## config.mk

```make
export PLATFORM = sky130hd
export DESIGN_NAME = sc_mul_accum_flat
export DESIGN_NICKNAME = d
export VERILOG_FILES = /design/src/rtl/sc_mul_accum_if.sv /design/src/rtl/sc_mul_accum.sv /design/src/flat_wrapper.sv
export SDC_FILE = /design/constraint.sdc
export NUM_CORES = 1
export LEC_CHECK = 0
export ABC_AREA = 1
export CAP_MARGIN = 10
export CORE_MARGIN = 1.5
export CORE_UTILIZATION = 57
export CTS_CLUSTER_DIAMETER = 30
export CTS_CLUSTER_SIZE = 28
export DETAILED_ROUTE_END_ITERATION = 16
export GPL_ROUTABILITY_DRIVEN = 1
export GPL_TIMING_DRIVEN = 1
export HOLD_SLACK_MARGIN = 0.1
export PLACE_DENSITY = 0.81
export SLEW_MARGIN = 15
export SYNTH_ARGS = -nofsm -noshare
export SYNTH_HDL_FRONTEND = slang
export SYNTH_SLANG_ARGS = --single-unit
export TNS_END_PERCENT = 20
```

## constraint.sdc

```tcl
create_clock -name clk -period 2.8 [get_ports clk]
set_input_delay 0.56 -clock clk [delete_from_list [all_inputs] [get_ports clk]]
set_output_delay 0.56 -clock clk [all_outputs]
set_load 0.03 [all_outputs]
```

## src/rtl/sc_mul_accum_if.sv

```systemverilog
// Handshake bundle for sc_mul_accum: command (start/len), product
// stream (in_*), result stream (out_*) and busy status.
interface sc_mul_accum_if #(
    parameter int IN_WIDTH  = 32,
    parameter int ACC_WIDTH = 40,
    parameter int CNT_WIDTH = 8
);
    logic                 start;
    logic [CNT_WIDTH-1:0] len;
    logic                 in_valid;
    logic                 in_ready;
    logic [IN_WIDTH-1:0]  in_data;
    logic                 out_valid;
    logic                 out_ready;
    logic [ACC_WIDTH-1:0] out_data;
    logic                 out_sat;
    logic                 busy;

    modport master (
        output start, len, in_valid, in_data, out_ready,
        input  in_ready, out_valid, out_data, out_sat, busy
    );

    modport slave (
        input  start, len, in_valid, in_data, out_ready,
        output in_ready, out_valid, out_data, out_sat, busy
    );
endinterface

```

## src/rtl/sc_mul_accum.sv

```systemverilog
// Accumulates len unsigned products into one saturating sum and holds it.
// Ports: clk, rst_n (async active-low), bus (sc_mul_accum_if.slave).
module sc_mul_accum #(
    parameter int IN_WIDTH  = 32,
    parameter int ACC_WIDTH = 40,
    parameter int CNT_WIDTH = 8
) (
    input logic            clk,
    input logic            rst_n,
    sc_mul_accum_if.slave  bus
);
    typedef enum logic [1:0] {
        IDLE  = 2'd0,
        ACCUM = 2'd1,
        HOLD  = 2'd2
    } state_t;

    state_t               state;
    logic [ACC_WIDTH-1:0] acc;
    logic [CNT_WIDTH-1:0] remaining;
    logic                 sat;
    logic [ACC_WIDTH-1:0] res_data;
    logic                 res_sat;

    logic [ACC_WIDTH:0]   sum;
    logic                 nxt_sat;
    logic [ACC_WIDTH-1:0] nxt_acc;
    logic                 fire;

    always_comb begin
        sum = {1'b0, acc}
            + {{(ACC_WIDTH + 1 - IN_WIDTH){1'b0}}, bus.in_data};
        nxt_sat = sat | sum[ACC_WIDTH];
        // once saturated, the sum is pinned at all ones
        nxt_acc = nxt_sat ? {ACC_WIDTH{1'b1}} : sum[ACC_WIDTH-1:0];
    end

    assign fire = (state == ACCUM) && bus.in_valid;

    always_ff @(posedge clk or negedge rst_n) begin
        if (!rst_n) begin
            state     <= IDLE;
            acc       <= '0;
            remaining <= '0;
            sat       <= 1'b0;
            res_data  <= '0;
            res_sat   <= 1'b0;
        end else begin
            unique case (state)
                IDLE: begin
                    if (bus.start) begin
                        acc <= '0;
                        sat <= 1'b0;
                        remaining <= bus.len;
                        if (bus.len == '0) begin
                            // empty dot product publishes zero
                            res_data <= '0;
                            res_sat  <= 1'b0;
                            state    <= HOLD;
                        end else begin
                            state <= ACCUM;
                        end
                    end
                end
                ACCUM: begin
                    if (fire) begin
                        acc       <= nxt_acc;
                        sat       <= nxt_sat;
                        remaining <= remaining - 1'b1;
                        if (remaining == CNT_WIDTH'(1)) begin
                            res_data <= nxt_acc;
                            res_sat  <= nxt_sat;
                            state    <= HOLD;
                        end
                    end
                end
                HOLD: begin
                    if (bus.out_ready) begin
                        state <= IDLE;
                    end
                end
                default: state <= IDLE;
            endcase
        end
    end

    assign bus.in_ready  = (state == ACCUM);
    assign bus.out_valid = (state == HOLD);
    assign bus.busy      = (state != IDLE);
    assign bus.out_data  = res_data;
    assign bus.out_sat   = res_sat;
endmodule

```

## src/flat_wrapper.sv

```systemverilog
// flat-port wrapper written by rule: the top's interface ports become plain ports
module sc_mul_accum_flat 
#(
    parameter int IN_WIDTH  = 32,
    parameter int ACC_WIDTH = 40,
    parameter int CNT_WIDTH = 8
)
  (clk, rst_n, bus_start, bus_len, bus_in_valid, bus_in_data, bus_out_ready, bus_in_ready, bus_out_valid, bus_out_data, bus_out_sat, bus_busy);
  sc_mul_accum_if #(.IN_WIDTH(IN_WIDTH), .ACC_WIDTH(ACC_WIDTH), .CNT_WIDTH(CNT_WIDTH)) bus_i ();
  input logic clk;
  input logic rst_n;
  input wire logic [$bits(bus_i.start)-1:0] bus_start;
  input wire logic [$bits(bus_i.len)-1:0] bus_len;
  input wire logic [$bits(bus_i.in_valid)-1:0] bus_in_valid;
  input wire logic [$bits(bus_i.in_data)-1:0] bus_in_data;
  input wire logic [$bits(bus_i.out_ready)-1:0] bus_out_ready;
  output wire logic [$bits(bus_i.in_ready)-1:0] bus_in_ready;
  output wire logic [$bits(bus_i.out_valid)-1:0] bus_out_valid;
  output wire logic [$bits(bus_i.out_data)-1:0] bus_out_data;
  output wire logic [$bits(bus_i.out_sat)-1:0] bus_out_sat;
  output wire logic [$bits(bus_i.busy)-1:0] bus_busy;
  assign bus_i.start = bus_start;
  assign bus_i.len = bus_len;
  assign bus_i.in_valid = bus_in_valid;
  assign bus_i.in_data = bus_in_data;
  assign bus_i.out_ready = bus_out_ready;
  assign bus_in_ready = bus_i.in_ready;
  assign bus_out_valid = bus_i.out_valid;
  assign bus_out_data = bus_i.out_data;
  assign bus_out_sat = bus_i.out_sat;
  assign bus_busy = bus_i.busy;
  sc_mul_accum #(.IN_WIDTH(IN_WIDTH), .ACC_WIDTH(ACC_WIDTH), .CNT_WIDTH(CNT_WIDTH)) u_core (.clk(clk), .rst_n(rst_n), .bus(bus_i));
endmodule
```

Yosys cells after proc, flatten, opt, wreduce, memory -nomap -nowiden
Index checks and enable logic that the tools add are counted.
{ "classes": {"n_addsub": 2, "multipliers": 0, "div": 0, "n_lt_le_gt_ge": 0, "n_eq_ne": 8, "shift": 0, "n_mux": 26, "bitwise_logic": 1, "n_reduce_logical": 8} }
{ "ops": {"columns": ["op", "n"], "rows": [
  ["two-way mux 40 bit", 7],
  ["case mux 40 bit (2 select lines)", 2],
  ["adder 40 x 32 -> 41 bit", 1],
  ["two-way mux 8 bit", 2],
  ["case mux 8 bit (2 select lines)", 1],
  ["two-way mux 2 bit", 5],
  ["equality test 8 x 1 -> 1 bit (second input constant)", 1],
  ["zero test 8 bit", 1],
  ["subtractor 8 x 1 -> 8 bit (second input constant)", 1],
  ["two-way mux 1 bit", 6],
  ["!= test 2 x 1 -> 1 bit (second input constant)", 3],
  ["case mux 2 bit (3 select lines)", 1],
  ["AND reduction 5 bit", 1],
  ["!= test 2 bit (second input constant)", 2],
  ["case mux 1 bit (2 select lines)", 2],
  ["AND reduction 4 bit", 1],
  ["nonzero test 2 bit", 2],
  ["AND reduction 3 bit", 1],
  ["equality test 2 x 1 -> 1 bit (second input constant)", 1],
  ["equality test 2 bit (second input constant)", 1],
  ["zero test 2 bit", 1],
  ["logical AND 1 bit", 1],
  ["bitwise OR 1 bit", 1]
]} }
{ "totals": {"regBits": 92, "latchBits": 0, "ram_bits": 0, "romBits": 0, "input_bits": 45, "output_inout_bits": 44, "elab_cells": 51, "mem_count": 0} }

Logic depth before layout (Yosys ltp)
{ "depth": {"word_depth": 6, "mapped_depth": 17, "ltp_nobuf": 17} }

Least setup slack after synthesis
Ideal clock, no wire load.
{ "synth_path": {"path_kind": "input to register", "startpoint": "input bus_in_data[0]", "endpoint": "register u_core.res_data[21], in the netlist u_core.bus.out_data[21]", "setup_ns": 0.117, "arrival_time_ns": 2.266, "t_required_ns": 2.683, "setup_slack_ns": 0.417, "cell_stages": 13, "path_buffers": 1, "path_cell_list": "ha_1 fa_1 nand3_1 nand3_1 nand2_1 nand3_1 nand3_1 nand4_2 nand2_4 buf_6 nand2_2 nand2_1 nand2_1"} }
{ "synth_via": {"elab_chain_len": 6} }
{ "synth_rtl": {"columns": ["item", "line", "source"], "rows": [
  ["start, declared", "flat_wrapper.sv:15", "input wire logic [$bits(bus_i.in_data)-1:0] bus_in_data;"],
  ["adder 40 x 32 -> 41 bit *", "sc_mul_accum.sv:32", "+ {{(ACC_WIDTH + 1 - IN_WIDTH){1'b0}}, bus.in_data};"],
  ["bitwise OR 1 bit", "sc_mul_accum.sv:33", "nxt_sat = sat | sum[ACC_WIDTH];"],
  ["two-way mux 40 bit *", "sc_mul_accum.sv:35", "nxt_acc = nxt_sat ? {ACC_WIDTH{1'b1}} : sum[ACC_WIDTH-1:0];"],
  ["two-way mux 40 bit *", "sc_mul_accum.sv:70", "if (remaining == CNT_WIDTH'(1)) begin"],
  ["two-way mux 40 bit *", "sc_mul_accum.sv:66", "if (fire) begin"],
  ["case mux 40 bit (2 select lines) *", "sc_mul_accum.sv:49", "unique case (state)"],
  ["end signal, assigned", "sc_mul_accum.sv:71", "res_data <= nxt_acc;"],
  ["end, declared", "sc_mul_accum.sv:22", "logic [ACC_WIDTH-1:0] res_data;"]
]} }
Every way passes the cells marked *; elsewhere a longest branch is shown, timed or not. The select of a mux whose other input is x is not followed.
A chain may end at the register's enable or synchronous reset.

Worst setup path in the final report
{ "layout_path": {"startpoint": "input bus_in_data[0]", "endpoint": "register u_core.res_data[1], in the netlist u_core.bus.out_data[1]"} }
The elaborated chain is that of the path after synthesis.

==> reports/results.ini <==
[outcome]
status = complete, no violations

[critical_path]
critPathLaunchType = primary input
path_common_cell = nand3_1
r2r_end = u_core.acc[33]
slowest_delay_ns = 0.42
crit_path_max_fanout = 14
cp.arrival_ns = 2.86
crit_chain = clkdlybuf4s50_1 > ha_1 > fa_2 > nand3_1 > nand3_1 > nand2_1 > nand3_1 > nand3_1 > nand4_2 > nand2_4 > buf_12 > nand2_2 > nand2_1 > nand2_1
path_class = in -> reg
startpoint = bus_in_data[0]
critPathBufInv = 2
crit_required_ns = 3.04
end_kind = flop
r2r_cells = 12
critPathTopFamily = simple AND/OR/NAND/NOR gates
slowest_stage = clkdlybuf4s50_1
reg2reg_from = u_core.acc[23]
reg2reg_slack_ns = 0.44

[timing]
finalWorstSetupSlack_ns = 0.183
clock_skew_ns = 0.00875
fmax_mhz = 382
worst_pin_slew_ns = 0.551
fin_crit_sh_pct = 93.5
rsz0062_at_grt = no
slew_viol_final = 0
period_minus_slack_ns = 2.62
finalSetupViolCount = 0
maxSlewHeadroom_pct = 63.3
hold_viol = 0

[synth]
synth_cells = 1114
synthesis.area_sq_um = 7000
synth_nets = 1194
ys_seq_elements = 92
yosys_warnings = 0
yosys.cell_types.count = 34
syn_area_per_cell_sq_um = 6.28
synth-seq-area-share_pct = 32.9

[clocking]
cts_buffers = 9
h-tree-depth = 3
clk_latency_ns = 0.36
cts_tree = built
clk_pin_slew_ns = 0.07
cts-root-buf = clkbuf_16
cts_max_path_buffers = 2
clock-sinks = 92

[placement]
hpwl_um = 17000
numPortBuffers = 88
dp.cells = 1419
pre_cts_ws_ns = -0.207
place_congestion = 0.995

[die]
rows = 40
coreArea_sq_um = 12000
die_w_um = 114
initial_core_util_pct = 58.3
io_pins = 89
dieArea_sq_um = 13000
die_h_um = 114

[route]
routed_wl_um = 22800
drtAntennaViolNets = 0
wire_per_inst_um = 15.8
drc_errors = 0
dr.pass1.iters = 5
vias = 7633
drtIter0Drc = 681
viasPerCell = 5.30

[layout]
diodes = 0
final_nets = 1367
syn_to_final_growth_pct = 30.1
drive_above_1_share_pct = 13.1
fin_cells = 1439
n_fill_cell = 973

[power]
power_frac_seq_pct = 21.8
power_frac_clock_pct = 14.9
p_switching_mw = 4.86
power.internal_mw = 5.11
combinationalPowerShare_pct = 63.4
power_density_nw_per_um2 = 1090
p_leak_nw = 5.26
swShare_pct = 48.8
vdd_drop_max_v = 0.000757

[worst_hold_path]
holdCritPathClass = in -> async

[run]
cap_violations = 0

[grt]
grt_start_max_net_pins = 39
grt_first_pass_wirelength_um = 36000
grt_antenna_before_repair = 0
grt_usage_pct = 36.0
grt_pass1_vias = 7174
grt_overflow = 0

-- synth_stat cells (all sizes together) --
cell type	instances	area (sq um)
a21o	2	15.0
a21oi	36	188
and2	1	6.26
buf	20	121
clkbuf	6	22.5
dfrtp	92	2300
fa	1	20.0
ha	34	425
inv	141	529
nand2	556	2170
nand3	75	380
nand3b	2	15.0
nand4	5	43.8
nor2	76	298
nor3	4	20.0
nor4	8	50.1
o211ai	4	30.0
o21ai	23	115
o21bai	2	15.0
o221ai	1	8.76
o22ai	1	12.5
or2	1	6.26
xnor2	1	8.76
xor2	22	193
-- state kept, by name, summed over array words and instances, names as in the netlist --
register / count
u_core.sat: 1
u_core.state: 2
u_core.remaining: 8
u_core.acc: 40
u_core.bus.out_sat: 1
u_core.bus.out_data: 40
-- cells by family (layout without fill, tap and decap cells) --
family,after synthesis,count (layout),share of synthesized area (%)
AO/OA/AOI/OAI,69,69,5.49
XOR/XNOR,23,23,2.88
adder cells (fa/ha/maj),35,35,6.37
buffers and inverters,167,345,9.62
flip-flops,92,92,32.9
AND/OR/NAND/NOR,728,728,42.8
-- area by class of cell --
class / instances / area (sq um) / area share, %
Clock inverter: 6 / 116 / 1.28
Inverter: 141 / 529 / 5.81
Tap cell: 147 / 184 / 2.02
Multi-Input combinational cell: 855 / 4040 / 44.4
Clock buffer: 10 / 239 / 2.62
Timing Repair Buffer: 188 / 1690 / 18.6
Sequential cell: 92 / 2300 / 25.3
-- what timing repair did --
item / 4_1_cts / 5_1_grt
setup buffers: 0 / 4
hold buffers: 0 / 0
gates resized for setup: 0 / 2
setup endpoints to repair: 0 / 48
-- power groups by stage --
stage	Clock [mW]	Sequential, mW	Combinational (mW)
after detailed placement	0	2.17	6.14
after global routing	1.55	2.21	6.93
final	1.48	2.17	6.31
after floorplan	0	2.43	3.45
after global placement	0	2.15	6.04
after CTS	1.49	2.16	6.22
-- per-layer routing --
layer	up-vias	GRT usage (%)	wire length [um]
met5	-	0	0
met4	0	11.8	391
met3	29	6.32	1800
met2	336	57.3	10200
met1	3481	49.9	10300
li1	3787	-	-
-- per-stage QoR --
step	util [%]	hold slack (ns)	setup TNS, ns	power (mW)	area (sq um)
2_1_floorplan	-	0.264	0	5.88	7000
3_3_place_gp	72.5	0.461	-5.75	8.19	8710
3_5_place_dp	72.5	0.464	-9.75	8.30	8710
4_1_cts	75.5	0.195	0	9.86	9070
5_1_grt	75.8	0.216	0	10.7	9100
6_report	75.8	0.185	0	9.96	9100
-- how the worst max path moves through the flow --
stage,end,slack (ns),cells past startpoint
6_report,u_core.bus.out_data[1],0.18,14
5_1_grt,u_core.bus.out_data[1],0.04,14
4_1_cts,u_core.bus.out_data[1],0.09,14
3_5_place_dp,u_core.bus.out_data[1],-0.21,14
3_3_place_gp,u_core.acc[14],-0.10,14
2_1_floorplan,u_core.bus.out_data[21],0.42,13
-- cell usage in the layout, fill, tap and decap left out, drive strengths merged, types with 3 or more instances in the layout --
cell type / netlist / layout
o211ai: 4 / 4
nor2: 76 / 76
ha: 34 / 34
clkbuf: 6 / 10
nor3: 4 / 4
nand3: 75 / 75
nand4: 5 / 5
buf: 20 / 101
a21oi: 36 / 36
nor4: 8 / 8
bufinv: 0 / 3
xor2: 22 / 22
dfrtp: 92 / 92
clkdlybuf4s50: 0 / 87
nand2: 556 / 556
inv: 141 / 144
o21ai: 23 / 23
No activity file was read; power rests on OpenSTA's default activity.
